==> src/rtl/hram_uart_cmd_if.sv <==
`default_nettype none
// ============================================================================
// Module : hram_uart_cmd_if
// Brief  : UART byte stream plus HyperRAM controller request/data bus.
// Rev    : 1.0  initial release
// ============================================================================
interface hram_uart_cmd_if;
  logic        rx_valid;
  logic [7:0]  rx_data;
  logic        tx_ready;
  logic        tx_start;
  logic [7:0]  tx_data;
  logic        ctrl_rd_req;
  logic        ctrl_wr_req;
  logic [31:0] ctrl_addr;
  logic [31:0] ctrl_wr_d;
  logic [31:0] ctrl_rd_d;
  logic        ctrl_rd_rdy;
  logic        ctrl_busy;
  logic        rx_overrun;

  modport master (
    input  rx_valid, rx_data, tx_ready, ctrl_rd_d, ctrl_rd_rdy, ctrl_busy,
    output tx_start, tx_data, ctrl_rd_req, ctrl_wr_req, ctrl_addr, ctrl_wr_d,
           rx_overrun
  );

  modport slave (
    output rx_valid, rx_data, tx_ready, ctrl_rd_d, ctrl_rd_rdy, ctrl_busy,
    input  tx_start, tx_data, ctrl_rd_req, ctrl_wr_req, ctrl_addr, ctrl_wr_d,
           rx_overrun
  );
endinterface
`default_nettype wire

==> src/rtl/hram_uart_cmd.sv <==
`default_nettype none
// ============================================================================
// Module : hram_uart_cmd
// Brief  : 5-byte UART command frames to HyperRAM requests, 4-byte replies.
// Rev    : 1.0  initial release
// ============================================================================
module hram_uart_cmd #(
  parameter int unsigned FRAME_TIMEOUT = 1000000,
  parameter int unsigned RD_TIMEOUT    = 4096,
  parameter logic [31:0] ERR_WORD      = 32'hDEADBEEF
) (
  input  logic            clk,
  input  logic            rst,
  hram_uart_cmd_if.master bus
);

  localparam int unsigned c_GAP_W = $clog2(FRAME_TIMEOUT + 1);
  localparam int unsigned c_RD_W  = $clog2(RD_TIMEOUT + 1);
  localparam logic [c_GAP_W-1:0] c_GAP_LAST = c_GAP_W'(FRAME_TIMEOUT - 1);
  localparam logic [c_RD_W-1:0]  c_RD_LAST  = c_RD_W'(RD_TIMEOUT - 1);

  localparam logic [7:0] c_CMD_ADDR      = 8'h01;
  localparam logic [7:0] c_CMD_LOAD      = 8'h02;
  localparam logic [7:0] c_CMD_WRITE     = 8'h03;
  localparam logic [7:0] c_CMD_READ      = 8'h04;
  localparam logic [7:0] c_CMD_READ_REQ  = 8'h05;
  localparam logic [7:0] c_CMD_COUNT     = 8'h06;
  localparam logic [7:0] c_CMD_CONST     = 8'h07;
  localparam logic [7:0] c_CMD_READ_SYNC = 8'h08;

  localparam logic [2:0] S_RX        = 3'd0;
  localparam logic [2:0] S_EXEC      = 3'd1;
  localparam logic [2:0] S_WAIT_IDLE = 3'd2;
  localparam logic [2:0] S_WAIT_RD   = 3'd3;
  localparam logic [2:0] S_TX_SEND   = 3'd4;
  localparam logic [2:0] S_TX_WAIT   = 3'd5;

  logic [2:0]         r_state;
  logic [2:0]         w_next;
  logic [39:0]        r_frame;
  logic [2:0]         r_byte_cnt;
  logic [c_GAP_W-1:0] r_gap;
  logic [c_RD_W-1:0]  r_rd_cnt;
  logic [31:0]        r_reply;
  logic [31:0]        r_rd_latch;
  logic [31:0]        r_count;
  logic [31:0]        r_addr;
  logic [31:0]        r_wr_d;
  logic [1:0]         r_tx_idx;
  logic [1:0]         r_tx_cnt;
  logic               r_seen_low;

  logic [7:0]  w_cmd;
  logic [31:0] w_data;
  logic        w_is_req;
  logic        w_tx_done;
  logic        w_tx_start;
  logic        w_wr_req;
  logic        w_rd_req;
  logic        w_overrun;

  assign w_cmd    = r_frame[39:32];
  assign w_data   = r_frame[31:0];
  assign w_is_req = (w_cmd == c_CMD_WRITE) || (w_cmd == c_CMD_READ_REQ) ||
                    (w_cmd == c_CMD_READ_SYNC);
  // A byte counts as sent on a low-then-high ready, or if ready never drops within 4 cycles.
  assign w_tx_done = r_seen_low ? bus.tx_ready : (bus.tx_ready && (r_tx_cnt == 2'd3));

  always_ff @(posedge clk) begin
    if (rst) r_state <= S_RX;
    else     r_state <= w_next;
  end

  always_comb begin
    w_next = r_state;
    case (r_state)
      S_RX:        if (bus.rx_valid && (r_byte_cnt == 3'd4)) w_next = S_EXEC;
      S_EXEC:      w_next = w_is_req ? S_WAIT_IDLE : S_TX_SEND;
      S_WAIT_IDLE: if (!bus.ctrl_busy)
                     w_next = (w_cmd == c_CMD_READ_SYNC) ? S_WAIT_RD : S_TX_SEND;
      S_WAIT_RD:   if (bus.ctrl_rd_rdy || (r_rd_cnt == c_RD_LAST)) w_next = S_TX_SEND;
      S_TX_SEND:   if (bus.tx_ready) w_next = S_TX_WAIT;
      S_TX_WAIT:   if (w_tx_done) w_next = (r_tx_idx == 2'd3) ? S_RX : S_TX_SEND;
      default:     w_next = S_RX;
    endcase
  end

  // Strobes are gated by rst so nothing escapes during the reset cycle itself.
  always_comb begin
    w_tx_start = 1'b0;
    w_wr_req   = 1'b0;
    w_rd_req   = 1'b0;
    w_overrun  = 1'b0;
    if (!rst) begin
      w_tx_start = (r_state == S_TX_SEND) && bus.tx_ready;
      w_wr_req   = (r_state == S_WAIT_IDLE) && !bus.ctrl_busy && (w_cmd == c_CMD_WRITE);
      w_rd_req   = (r_state == S_WAIT_IDLE) && !bus.ctrl_busy &&
                   ((w_cmd == c_CMD_READ_REQ) || (w_cmd == c_CMD_READ_SYNC));
      w_overrun  = bus.rx_valid && (r_state != S_RX);
    end
  end

  assign bus.tx_start    = w_tx_start;
  assign bus.tx_data     = r_reply[31:24];
  assign bus.ctrl_wr_req = w_wr_req;
  assign bus.ctrl_rd_req = w_rd_req;
  assign bus.ctrl_addr   = r_addr;
  assign bus.ctrl_wr_d   = r_wr_d;
  assign bus.rx_overrun  = w_overrun;

  always_ff @(posedge clk) begin
    if (rst) begin
      r_frame    <= '0;
      r_byte_cnt <= '0;
      r_gap      <= '0;
      r_rd_cnt   <= '0;
      r_reply    <= '0;
      r_rd_latch <= '0;
      r_count    <= '0;
      r_addr     <= '0;
      r_wr_d     <= '0;
      r_tx_idx   <= '0;
      r_tx_cnt   <= '0;
      r_seen_low <= 1'b0;
    end else begin
      if (bus.ctrl_rd_rdy) r_rd_latch <= bus.ctrl_rd_d;
      case (r_state)
        S_RX: begin
          if (bus.rx_valid) begin
            r_frame    <= {r_frame[31:0], bus.rx_data};
            r_gap      <= '0;
            r_byte_cnt <= (r_byte_cnt == 3'd4) ? 3'd0 : r_byte_cnt + 3'd1;
          end else if (r_byte_cnt != 3'd0) begin
            if (r_gap == c_GAP_LAST) begin
              r_byte_cnt <= '0;
              r_gap      <= '0;
            end else begin
              r_gap <= r_gap + 1'b1;
            end
          end
        end
        S_EXEC: begin
          r_tx_idx <= '0;
          case (w_cmd)
            c_CMD_ADDR:      begin r_addr <= w_data; r_reply <= w_data; end
            c_CMD_LOAD:      begin r_wr_d <= w_data; r_reply <= w_data; end
            c_CMD_WRITE:     r_reply <= 32'h3;
            c_CMD_READ:      r_reply <= r_rd_latch;
            c_CMD_READ_REQ:  r_reply <= 32'h5;
            c_CMD_COUNT:     begin r_reply <= r_count; r_count <= r_count + 32'd1; end
            c_CMD_CONST:     r_reply <= 32'd259;
            c_CMD_READ_SYNC: r_reply <= r_reply;
            default:         r_reply <= 32'hFFFF_FFFF;
          endcase
        end
        S_WAIT_IDLE: r_rd_cnt <= '0;
        S_WAIT_RD: begin
          if (bus.ctrl_rd_rdy)          r_reply  <= bus.ctrl_rd_d;
          else if (r_rd_cnt == c_RD_LAST) r_reply <= ERR_WORD;
          else                          r_rd_cnt <= r_rd_cnt + 1'b1;
        end
        S_TX_SEND: begin
          r_tx_cnt   <= '0;
          r_seen_low <= 1'b0;
        end
        S_TX_WAIT: begin
          if (w_tx_done) begin
            r_reply  <= {r_reply[23:0], 8'h00};
            r_tx_idx <= r_tx_idx + 2'd1;
          end else if (!r_seen_low) begin
            if (!bus.tx_ready) r_seen_low <= 1'b1;
            else               r_tx_cnt   <= r_tx_cnt + 2'd1;
          end
        end
        default: ;
      endcase
    end
  end

endmodule
`default_nettype wire

==> src/flat_wrapper.sv <==
// flat-port wrapper written by rule: the top's interface ports become plain ports
module hram_uart_cmd_flat 
#(
  parameter int unsigned FRAME_TIMEOUT = 1000000,
  parameter int unsigned RD_TIMEOUT    = 4096,
  parameter logic [31:0] ERR_WORD      = 32'hDEADBEEF
)
  (clk, rst, bus_rx_valid, bus_rx_data, bus_tx_ready, bus_ctrl_rd_d, bus_ctrl_rd_rdy, bus_ctrl_busy, bus_tx_start, bus_tx_data, bus_ctrl_rd_req, bus_ctrl_wr_req, bus_ctrl_addr, bus_ctrl_wr_d, bus_rx_overrun);
  hram_uart_cmd_if bus_i ();
  input  logic clk;
  input  logic rst;
  input wire logic [$bits(bus_i.rx_valid)-1:0] bus_rx_valid;
  input wire logic [$bits(bus_i.rx_data)-1:0] bus_rx_data;
  input wire logic [$bits(bus_i.tx_ready)-1:0] bus_tx_ready;
  input wire logic [$bits(bus_i.ctrl_rd_d)-1:0] bus_ctrl_rd_d;
  input wire logic [$bits(bus_i.ctrl_rd_rdy)-1:0] bus_ctrl_rd_rdy;
  input wire logic [$bits(bus_i.ctrl_busy)-1:0] bus_ctrl_busy;
  output wire logic [$bits(bus_i.tx_start)-1:0] bus_tx_start;
  output wire logic [$bits(bus_i.tx_data)-1:0] bus_tx_data;
  output wire logic [$bits(bus_i.ctrl_rd_req)-1:0] bus_ctrl_rd_req;
  output wire logic [$bits(bus_i.ctrl_wr_req)-1:0] bus_ctrl_wr_req;
  output wire logic [$bits(bus_i.ctrl_addr)-1:0] bus_ctrl_addr;
  output wire logic [$bits(bus_i.ctrl_wr_d)-1:0] bus_ctrl_wr_d;
  output wire logic [$bits(bus_i.rx_overrun)-1:0] bus_rx_overrun;
  assign bus_i.rx_valid = bus_rx_valid;
  assign bus_i.rx_data = bus_rx_data;
  assign bus_i.tx_ready = bus_tx_ready;
  assign bus_i.ctrl_rd_d = bus_ctrl_rd_d;
  assign bus_i.ctrl_rd_rdy = bus_ctrl_rd_rdy;
  assign bus_i.ctrl_busy = bus_ctrl_busy;
  assign bus_tx_start = bus_i.tx_start;
  assign bus_tx_data = bus_i.tx_data;
  assign bus_ctrl_rd_req = bus_i.ctrl_rd_req;
  assign bus_ctrl_wr_req = bus_i.ctrl_wr_req;
  assign bus_ctrl_addr = bus_i.ctrl_addr;
  assign bus_ctrl_wr_d = bus_i.ctrl_wr_d;
  assign bus_rx_overrun = bus_i.rx_overrun;
  hram_uart_cmd #(.FRAME_TIMEOUT(FRAME_TIMEOUT), .RD_TIMEOUT(RD_TIMEOUT), .ERR_WORD(ERR_WORD)) u_core (.clk(clk), .rst(rst), .bus(bus_i));
endmodule
==> config.mk <==
export PLATFORM = sky130hd
export DESIGN_NAME = hram_uart_cmd_flat
export DESIGN_NICKNAME = d
export VERILOG_FILES = /design/src/rtl/hram_uart_cmd_if.sv /design/src/rtl/hram_uart_cmd.sv /design/src/flat_wrapper.sv
export SDC_FILE = /design/constraint.sdc
export NUM_CORES = 1
export LEC_CHECK = 0
export BUFFER_PORTS_ARGS = -buffer_cell sky130_fd_sc_hd__buf_2
export CORE_ASPECT_RATIO = 0.6
export CORE_MARGIN = 2
export CORE_UTILIZATION = 59
export DETAILED_ROUTE_END_ITERATION = 7
export PLACE_DENSITY = 0.78
export SETUP_SLACK_MARGIN = 0.4
export SLEW_MARGIN = 40
export SYNTH_ARGS = -nofsm -noshare
export SYNTH_HDL_FRONTEND = slang
export SYNTH_SLANG_ARGS = --single-unit
==> constraint.sdc <==
create_clock -name clk -period 3.26 [get_ports clk]
set_input_delay 0.652 -clock clk [delete_from_list [all_inputs] [get_ports clk]]
set_output_delay 0.652 -clock clk [all_outputs]
set_load 0.03 [all_outputs]
After elaboration in Yosys (flattened, before gate mapping). Index checks and enable logic that the tools add are counted.

Bits of input ports: 46. Logic and storage cells: 122. Bits in latches: 0. Output and inout port bits: 76. Bits in registers: 244. Bits in read-only memories: 0. Memory bits (writable): 0. Memories: 0.

$mul: 0. Shift operators: 0. Muxes and demuxes: 39. Divide/modulo/power cells: 0. Bitwise logic cells: 0. Eq/ne operators: 30. Order comparisons: 0. Reduce and logical (&&, ||, !) cells: 34. Add/subtract/negate cells: 6.

Operators by type and width (count): 32-bit case mux with 7 select lines (1); 32-bit 2-to-1 mux (3); 32-bit case mux with 3 select lines (1); 20-bit 2-to-1 mux (3); 3-bit 2-to-1 mux (12); 32-bit by 1-bit adder with 32-bit output (second input constant) (1); 8-bit by 3-bit == test with 1-bit output (second input constant) (4); 13-bit 2-to-1 mux (2); 13-bit case mux with 2 select lines (1); 20-bit by 1-bit adder with 20-bit output (second input constant) (1); 20-bit == test (second input constant) (1); 3-bit case mux with 6 select lines (1); 8-bit by 2-bit == test with 1-bit output (second input constant) (2); 2-bit inequality test (second input constant) (8); 2-bit AND reduction (7); 13-bit by 1-bit adder with 13-bit output (second input constant) (1); 13-bit by 12-bit == test with 1-bit output (second input constant) (1); 2-bit nonzero test (5); 3-bit == test (second input constant) (3); 3-bit nonzero test (3); 8-bit by 1-bit == test with 1-bit output (second input constant) (1); 8-bit by 4-bit == test with 1-bit output (second input constant) (1); 1-bit 2-to-1 mux (8); 2-bit 2-to-1 mux (4); other kinds (17) (34).

Longest topological paths before layout.
Depth in word-level cells: 5. Gate-level depth with buffers: 8. Mapped depth without buffers: 7.

Least setup slack after synthesis. No wires, ideal clock.

Path kind: input -> output. Start point: input rst. End point: output bus_ctrl_rd_req. Cell stages on the path: 3. Path buffers: 1. Path slack: 462 ps. Data required time: 2608 ps. Arrival time: 2146 ps. Path through: clkbuf_1 -> or3_1 -> nor4_1.

Longest elaborated chain between the ends: 1.

Ends and longest elaborated chain: start: declaration (line flat_wrapper.sv:11) `input logic rst;`; 1-bit 2-to-1 mux (line hram_uart_cmd.sv:94) `if (!rst) begin`; end: declaration (line flat_wrapper.sv:20) `output wire logic [$bits(bus_i.ctrl_rd_req)-1:0] bus_ctrl_rd_req;`.

Every way passes these cells.

Final worst setup path.
Start point: register u_core.r_frame[39]. End point: register u_core.r_count[27].

Longest elaborated chain between the ends: 2.

Ends and longest elaborated chain: start: declaration (line hram_uart_cmd.sv:40) `logic [39:0] r_frame;`; start signal: assignment (line hram_uart_cmd.sv:130) `r_frame <= {r_frame[31:0], bus.rx_data};`; 8-bit by 3-bit == test with 1-bit output (line hram_uart_cmd.sv:144) `case (w_cmd)`; 2-bit AND reduction (no source line); end signal: assignment (line hram_uart_cmd.sv:150) `c_CMD_COUNT: begin r_reply <= r_count; r_count <= r_count + 32'd1; end`; end: declaration (line hram_uart_cmd.sv:46) `logic [31:0] r_count;`.

Every way passes these cells. A chain may end at the register's enable or synchronous reset.

==> out/results.ini <==
[outcome]
status = complete, no violations

[floorplanning]
die_y_um = 110
die_area_um2 = 20000
num_io_pins = 122
core_um2 = 18300
row_count = 38
start_util = 0.609
fp.dieW_um = 181

[timing]
tns_ns = 0
rsz0062_at_grt = no
finalSetupViolCount = 0
slew_viol_final = 0
max_slew.worst_pin.slew_ns = 0.863
relSlewSlack = 0.424
fmax_ghz = 0.359
fin_ws_ns = 0.473
finalHoldViolCount = 0
finalCritPeriodShare = 0.855
clock_skew_ns = 0.0197
fin_crit_ns = 2.79

[pwr]
powerDensity_nw_per_um2 = 570
ir_drop_uv = 371
leakage_nw = 4.58

[route]
ant_nets = 0
dr.pass1.iters = 6
drt-initial-drc-count = 1455
via_per_inst = 6.20
finalWirelength_um = 31600
vias = 10500
drc = 0
wire_per_inst_um = 18.6

[logic_synthesis]
seq_area_frac_synth = 0.439
synth_compound_area_frac = 0.201
synth.avg_cell_area_um2 = 8.06
synth-simple-area-share = 0.243
synth-xor-area-share = 0.0284
synthTopCellsByArea = dfxtp_1 44%, nand2_1 9.1%, a21oi_1 7.5%
syn_inst = 1380
synth_fa_ha_area_frac = 0.00788
synth_area_leader_cell = dfxtp_1
synth_ff_type = dfxtp_1
synth_top_area_share = 0.439
ys_seq_elements = 244
synth_mux_area_frac = 0.0325
synth-edff-count = 0
synth_top_family_by_area = simple AND/OR/NAND/NOR gates
syn_area_um2 = 11100
synth_warnings = 0
syn_nets = 1433
async_flop_share = 0
ys_types = 61

[placement]
gp_congestion = 0.927
dpl.hpwl_um = 21500
port_buffers = 121
pre_cts_ws_ns = 0.640

[grt]
met1_usage = 0.457
grt_overflow = 0
grt_pass1_wl_um = 50500
met3_usage = 0.0673
grt_pass1_vias = 9572
grt_use_met2 = 0.469
busiest_layer = met2
grt_antenna_before_repair = 1
grt_max_degree = 109
grt_use_total = 0.312

[cts]
clk_pin_slew_ns = 0.07
root_buffer = clkbuf_16
cts_setup_buffers = 0
cts_tree = yes
ctsHoldBuffers = 0
worstSkewPairLatency_ns = 0.53
cts_made_buffers = 22
cts_sinks = 244
cts_max_path_buffers = 3
h-tree-depth = 1

[setup_path]
startpoint_type = register
cpMostUsedCell = or4_1
crit_family = simple AND/OR/NAND/NOR gates
worst_path_max_delay_cell = or4_1
path_buf_inv = 1
required_ns = 3.71
crit_chain = or4_1 -> nor4_4 -> nand4b_1 -> buf_4 -> or4_1 -> a21oi_1
critical_path_arrival_ns = 3.23
critPathKind = register to register
end_kind = register
crit_fanout = 20
rrSetupSlack_ns = 0.47
max_stage_delay_ns = 0.73

[layout]
syn2layout_area_growth_pct = 13.3
nets = 1492
drive_above_1_share = 0.140

[run]
drv_cap = 0

[hold_path]
hold_class = primary input to register

[metal layers]
layer  wire length (um)  up-vias
met5                  0        -
met3               3260       56
met2              13300      491
met4                618        0
met1              14400     4991
li1                   -     4984
[metrics by stage]
step           total power [mW]  hold WS, ns  cells  utilization  instance area (um2)
4_1_cts                    7.16        0.350   1695        0.688                12600
3_3_place_gp               4.49        0.415   1655        0.647                11800
3_5_place_dp               4.52        0.418   1655        0.647                11800
5_1_grt                    7.42        0.348   1695        0.690                12600
2_1_floorplan              4.20        0.405   1380            -                11100
6_report                   7.18        0.354   1696        0.690                12600
[state kept, by name, summed over array words and instances (netlist names)]
name,cells
u_core.r_tx_cnt,2
u_core.r_reply,32
u_core.r_rd_latch,32
u_core.r_rd_cnt,13
u_core.r_seen_low,1
u_core.r_count,32
u_core.bus.ctrl_wr_d,32
u_core.r_gap,20
u_core.r_tx_idx,2
u_core.r_byte_cnt,3
u_core.r_frame,40
u_core.r_state,3
u_core.bus.ctrl_addr,32
[layout by cell type, fill, tap and decap left out, types with 21 or more instances in the layout]
master | synthesis | routed
nor2_1 | 91 | 90
buf_2 | 2 | 118
nand2_1 | 271 | 271
a21oi_1 | 166 | 165
a2bb2oi_1 | 29 | 29
buf_4 | 8 | 30
nor2b_1 | 37 | 37
a311oi_1 | 21 | 21
dfxtp_1 | 244 | 242
nand3_1 | 34 | 34
mux2i_1 | 35 | 35
nand2b_1 | 26 | 26
o21ai_0 | 57 | 57
clkbuf_16 | 0 | 22
[Yosys cell counts (3+ instances only)]
cell type / count
a211oi_1: 8
a21oi_1: 166
a221oi_1: 8
a222oi_1: 17
a2bb2oi_1: 29
a311oi_1: 21
a32o_1: 7
and2_1: 8
and3_1: 4
and4_1: 4
buf_1: 8
buf_4: 8
clkbuf_1: 98
dfxtp_1: 244
ha_1: 7
inv_1: 17
mux2i_1: 35
nand2_1: 271
nand2b_1: 26
nand3_1: 34
nand4_1: 20
nand4b_1: 4
nor2_1: 91
nor2b_1: 37
nor3_1: 19
nor3b_1: 4
nor4_1: 8
nor4b_1: 4
o211ai_1: 3
o21ai_0: 57
o221ai_1: 4
o31ai_1: 8
o32ai_1: 4
or3_1: 15
or4_1: 12
xnor2_1: 18
xor2_1: 18
[report_power, final]
part / total [mW] / switching (mW) / internal, mW
registers: 3.40 / 0.216 / 3.18
clock network: 2.67 / 1.17 / 1.50
logic: 1.11 / 0.725 / 0.384
total: 7.18 / 2.11 / 5.07
[cells by family after synthesis]
family | count (synthesis)
adder cells (fa/ha/maj) | 7
XOR/XNOR | 36
flip-flops | 244
buffers and inverters | 133
AO/OA/AOI/OAI | 351
AND/OR/NAND/NOR | 573
multiplexers | 36
[timing repair]
item / in CTS / in global routing
pin swaps: 0 / 1
resized for setup: 3 / 8
setup endpoints to repair: 2 / 2
[tightest hold or removal path, cell delays in order]
cell and delay [ns]:
buf_2 0.09, nand2_1 0.04, a21oi_1 0.05
[final cells by class]
class | instances | area (um2)
multi-input cells | 1003 | 5750
clock buffers | 31 | 624
well taps | 240 | 300
flip-flops and latches | 244 | 4890
clock inverters | 9 | 109
diodes | 1 | 2.50
inverters | 17 | 63.8
fillers | 1548 | 5660
repair buffers | 151 | 858
[path summary, 6_finish.rpt]
| check | startpoint | to | depth (start not counted) |
|---|---|---|---|
| hold reg to reg | u_core.r_rd_cnt[12] | u_core.r_rd_cnt[12] | 2 |
| hold / removal | bus_rx_data[4] | u_core.r_frame[4] | 3 |
| setup reg to reg | u_core.r_frame[39] | u_core.r_count[27] | 6 |
| setup / recovery | u_core.r_frame[39] | u_core.r_count[27] | 6 |
Note: power is estimated with default switching activity, not from simulation.
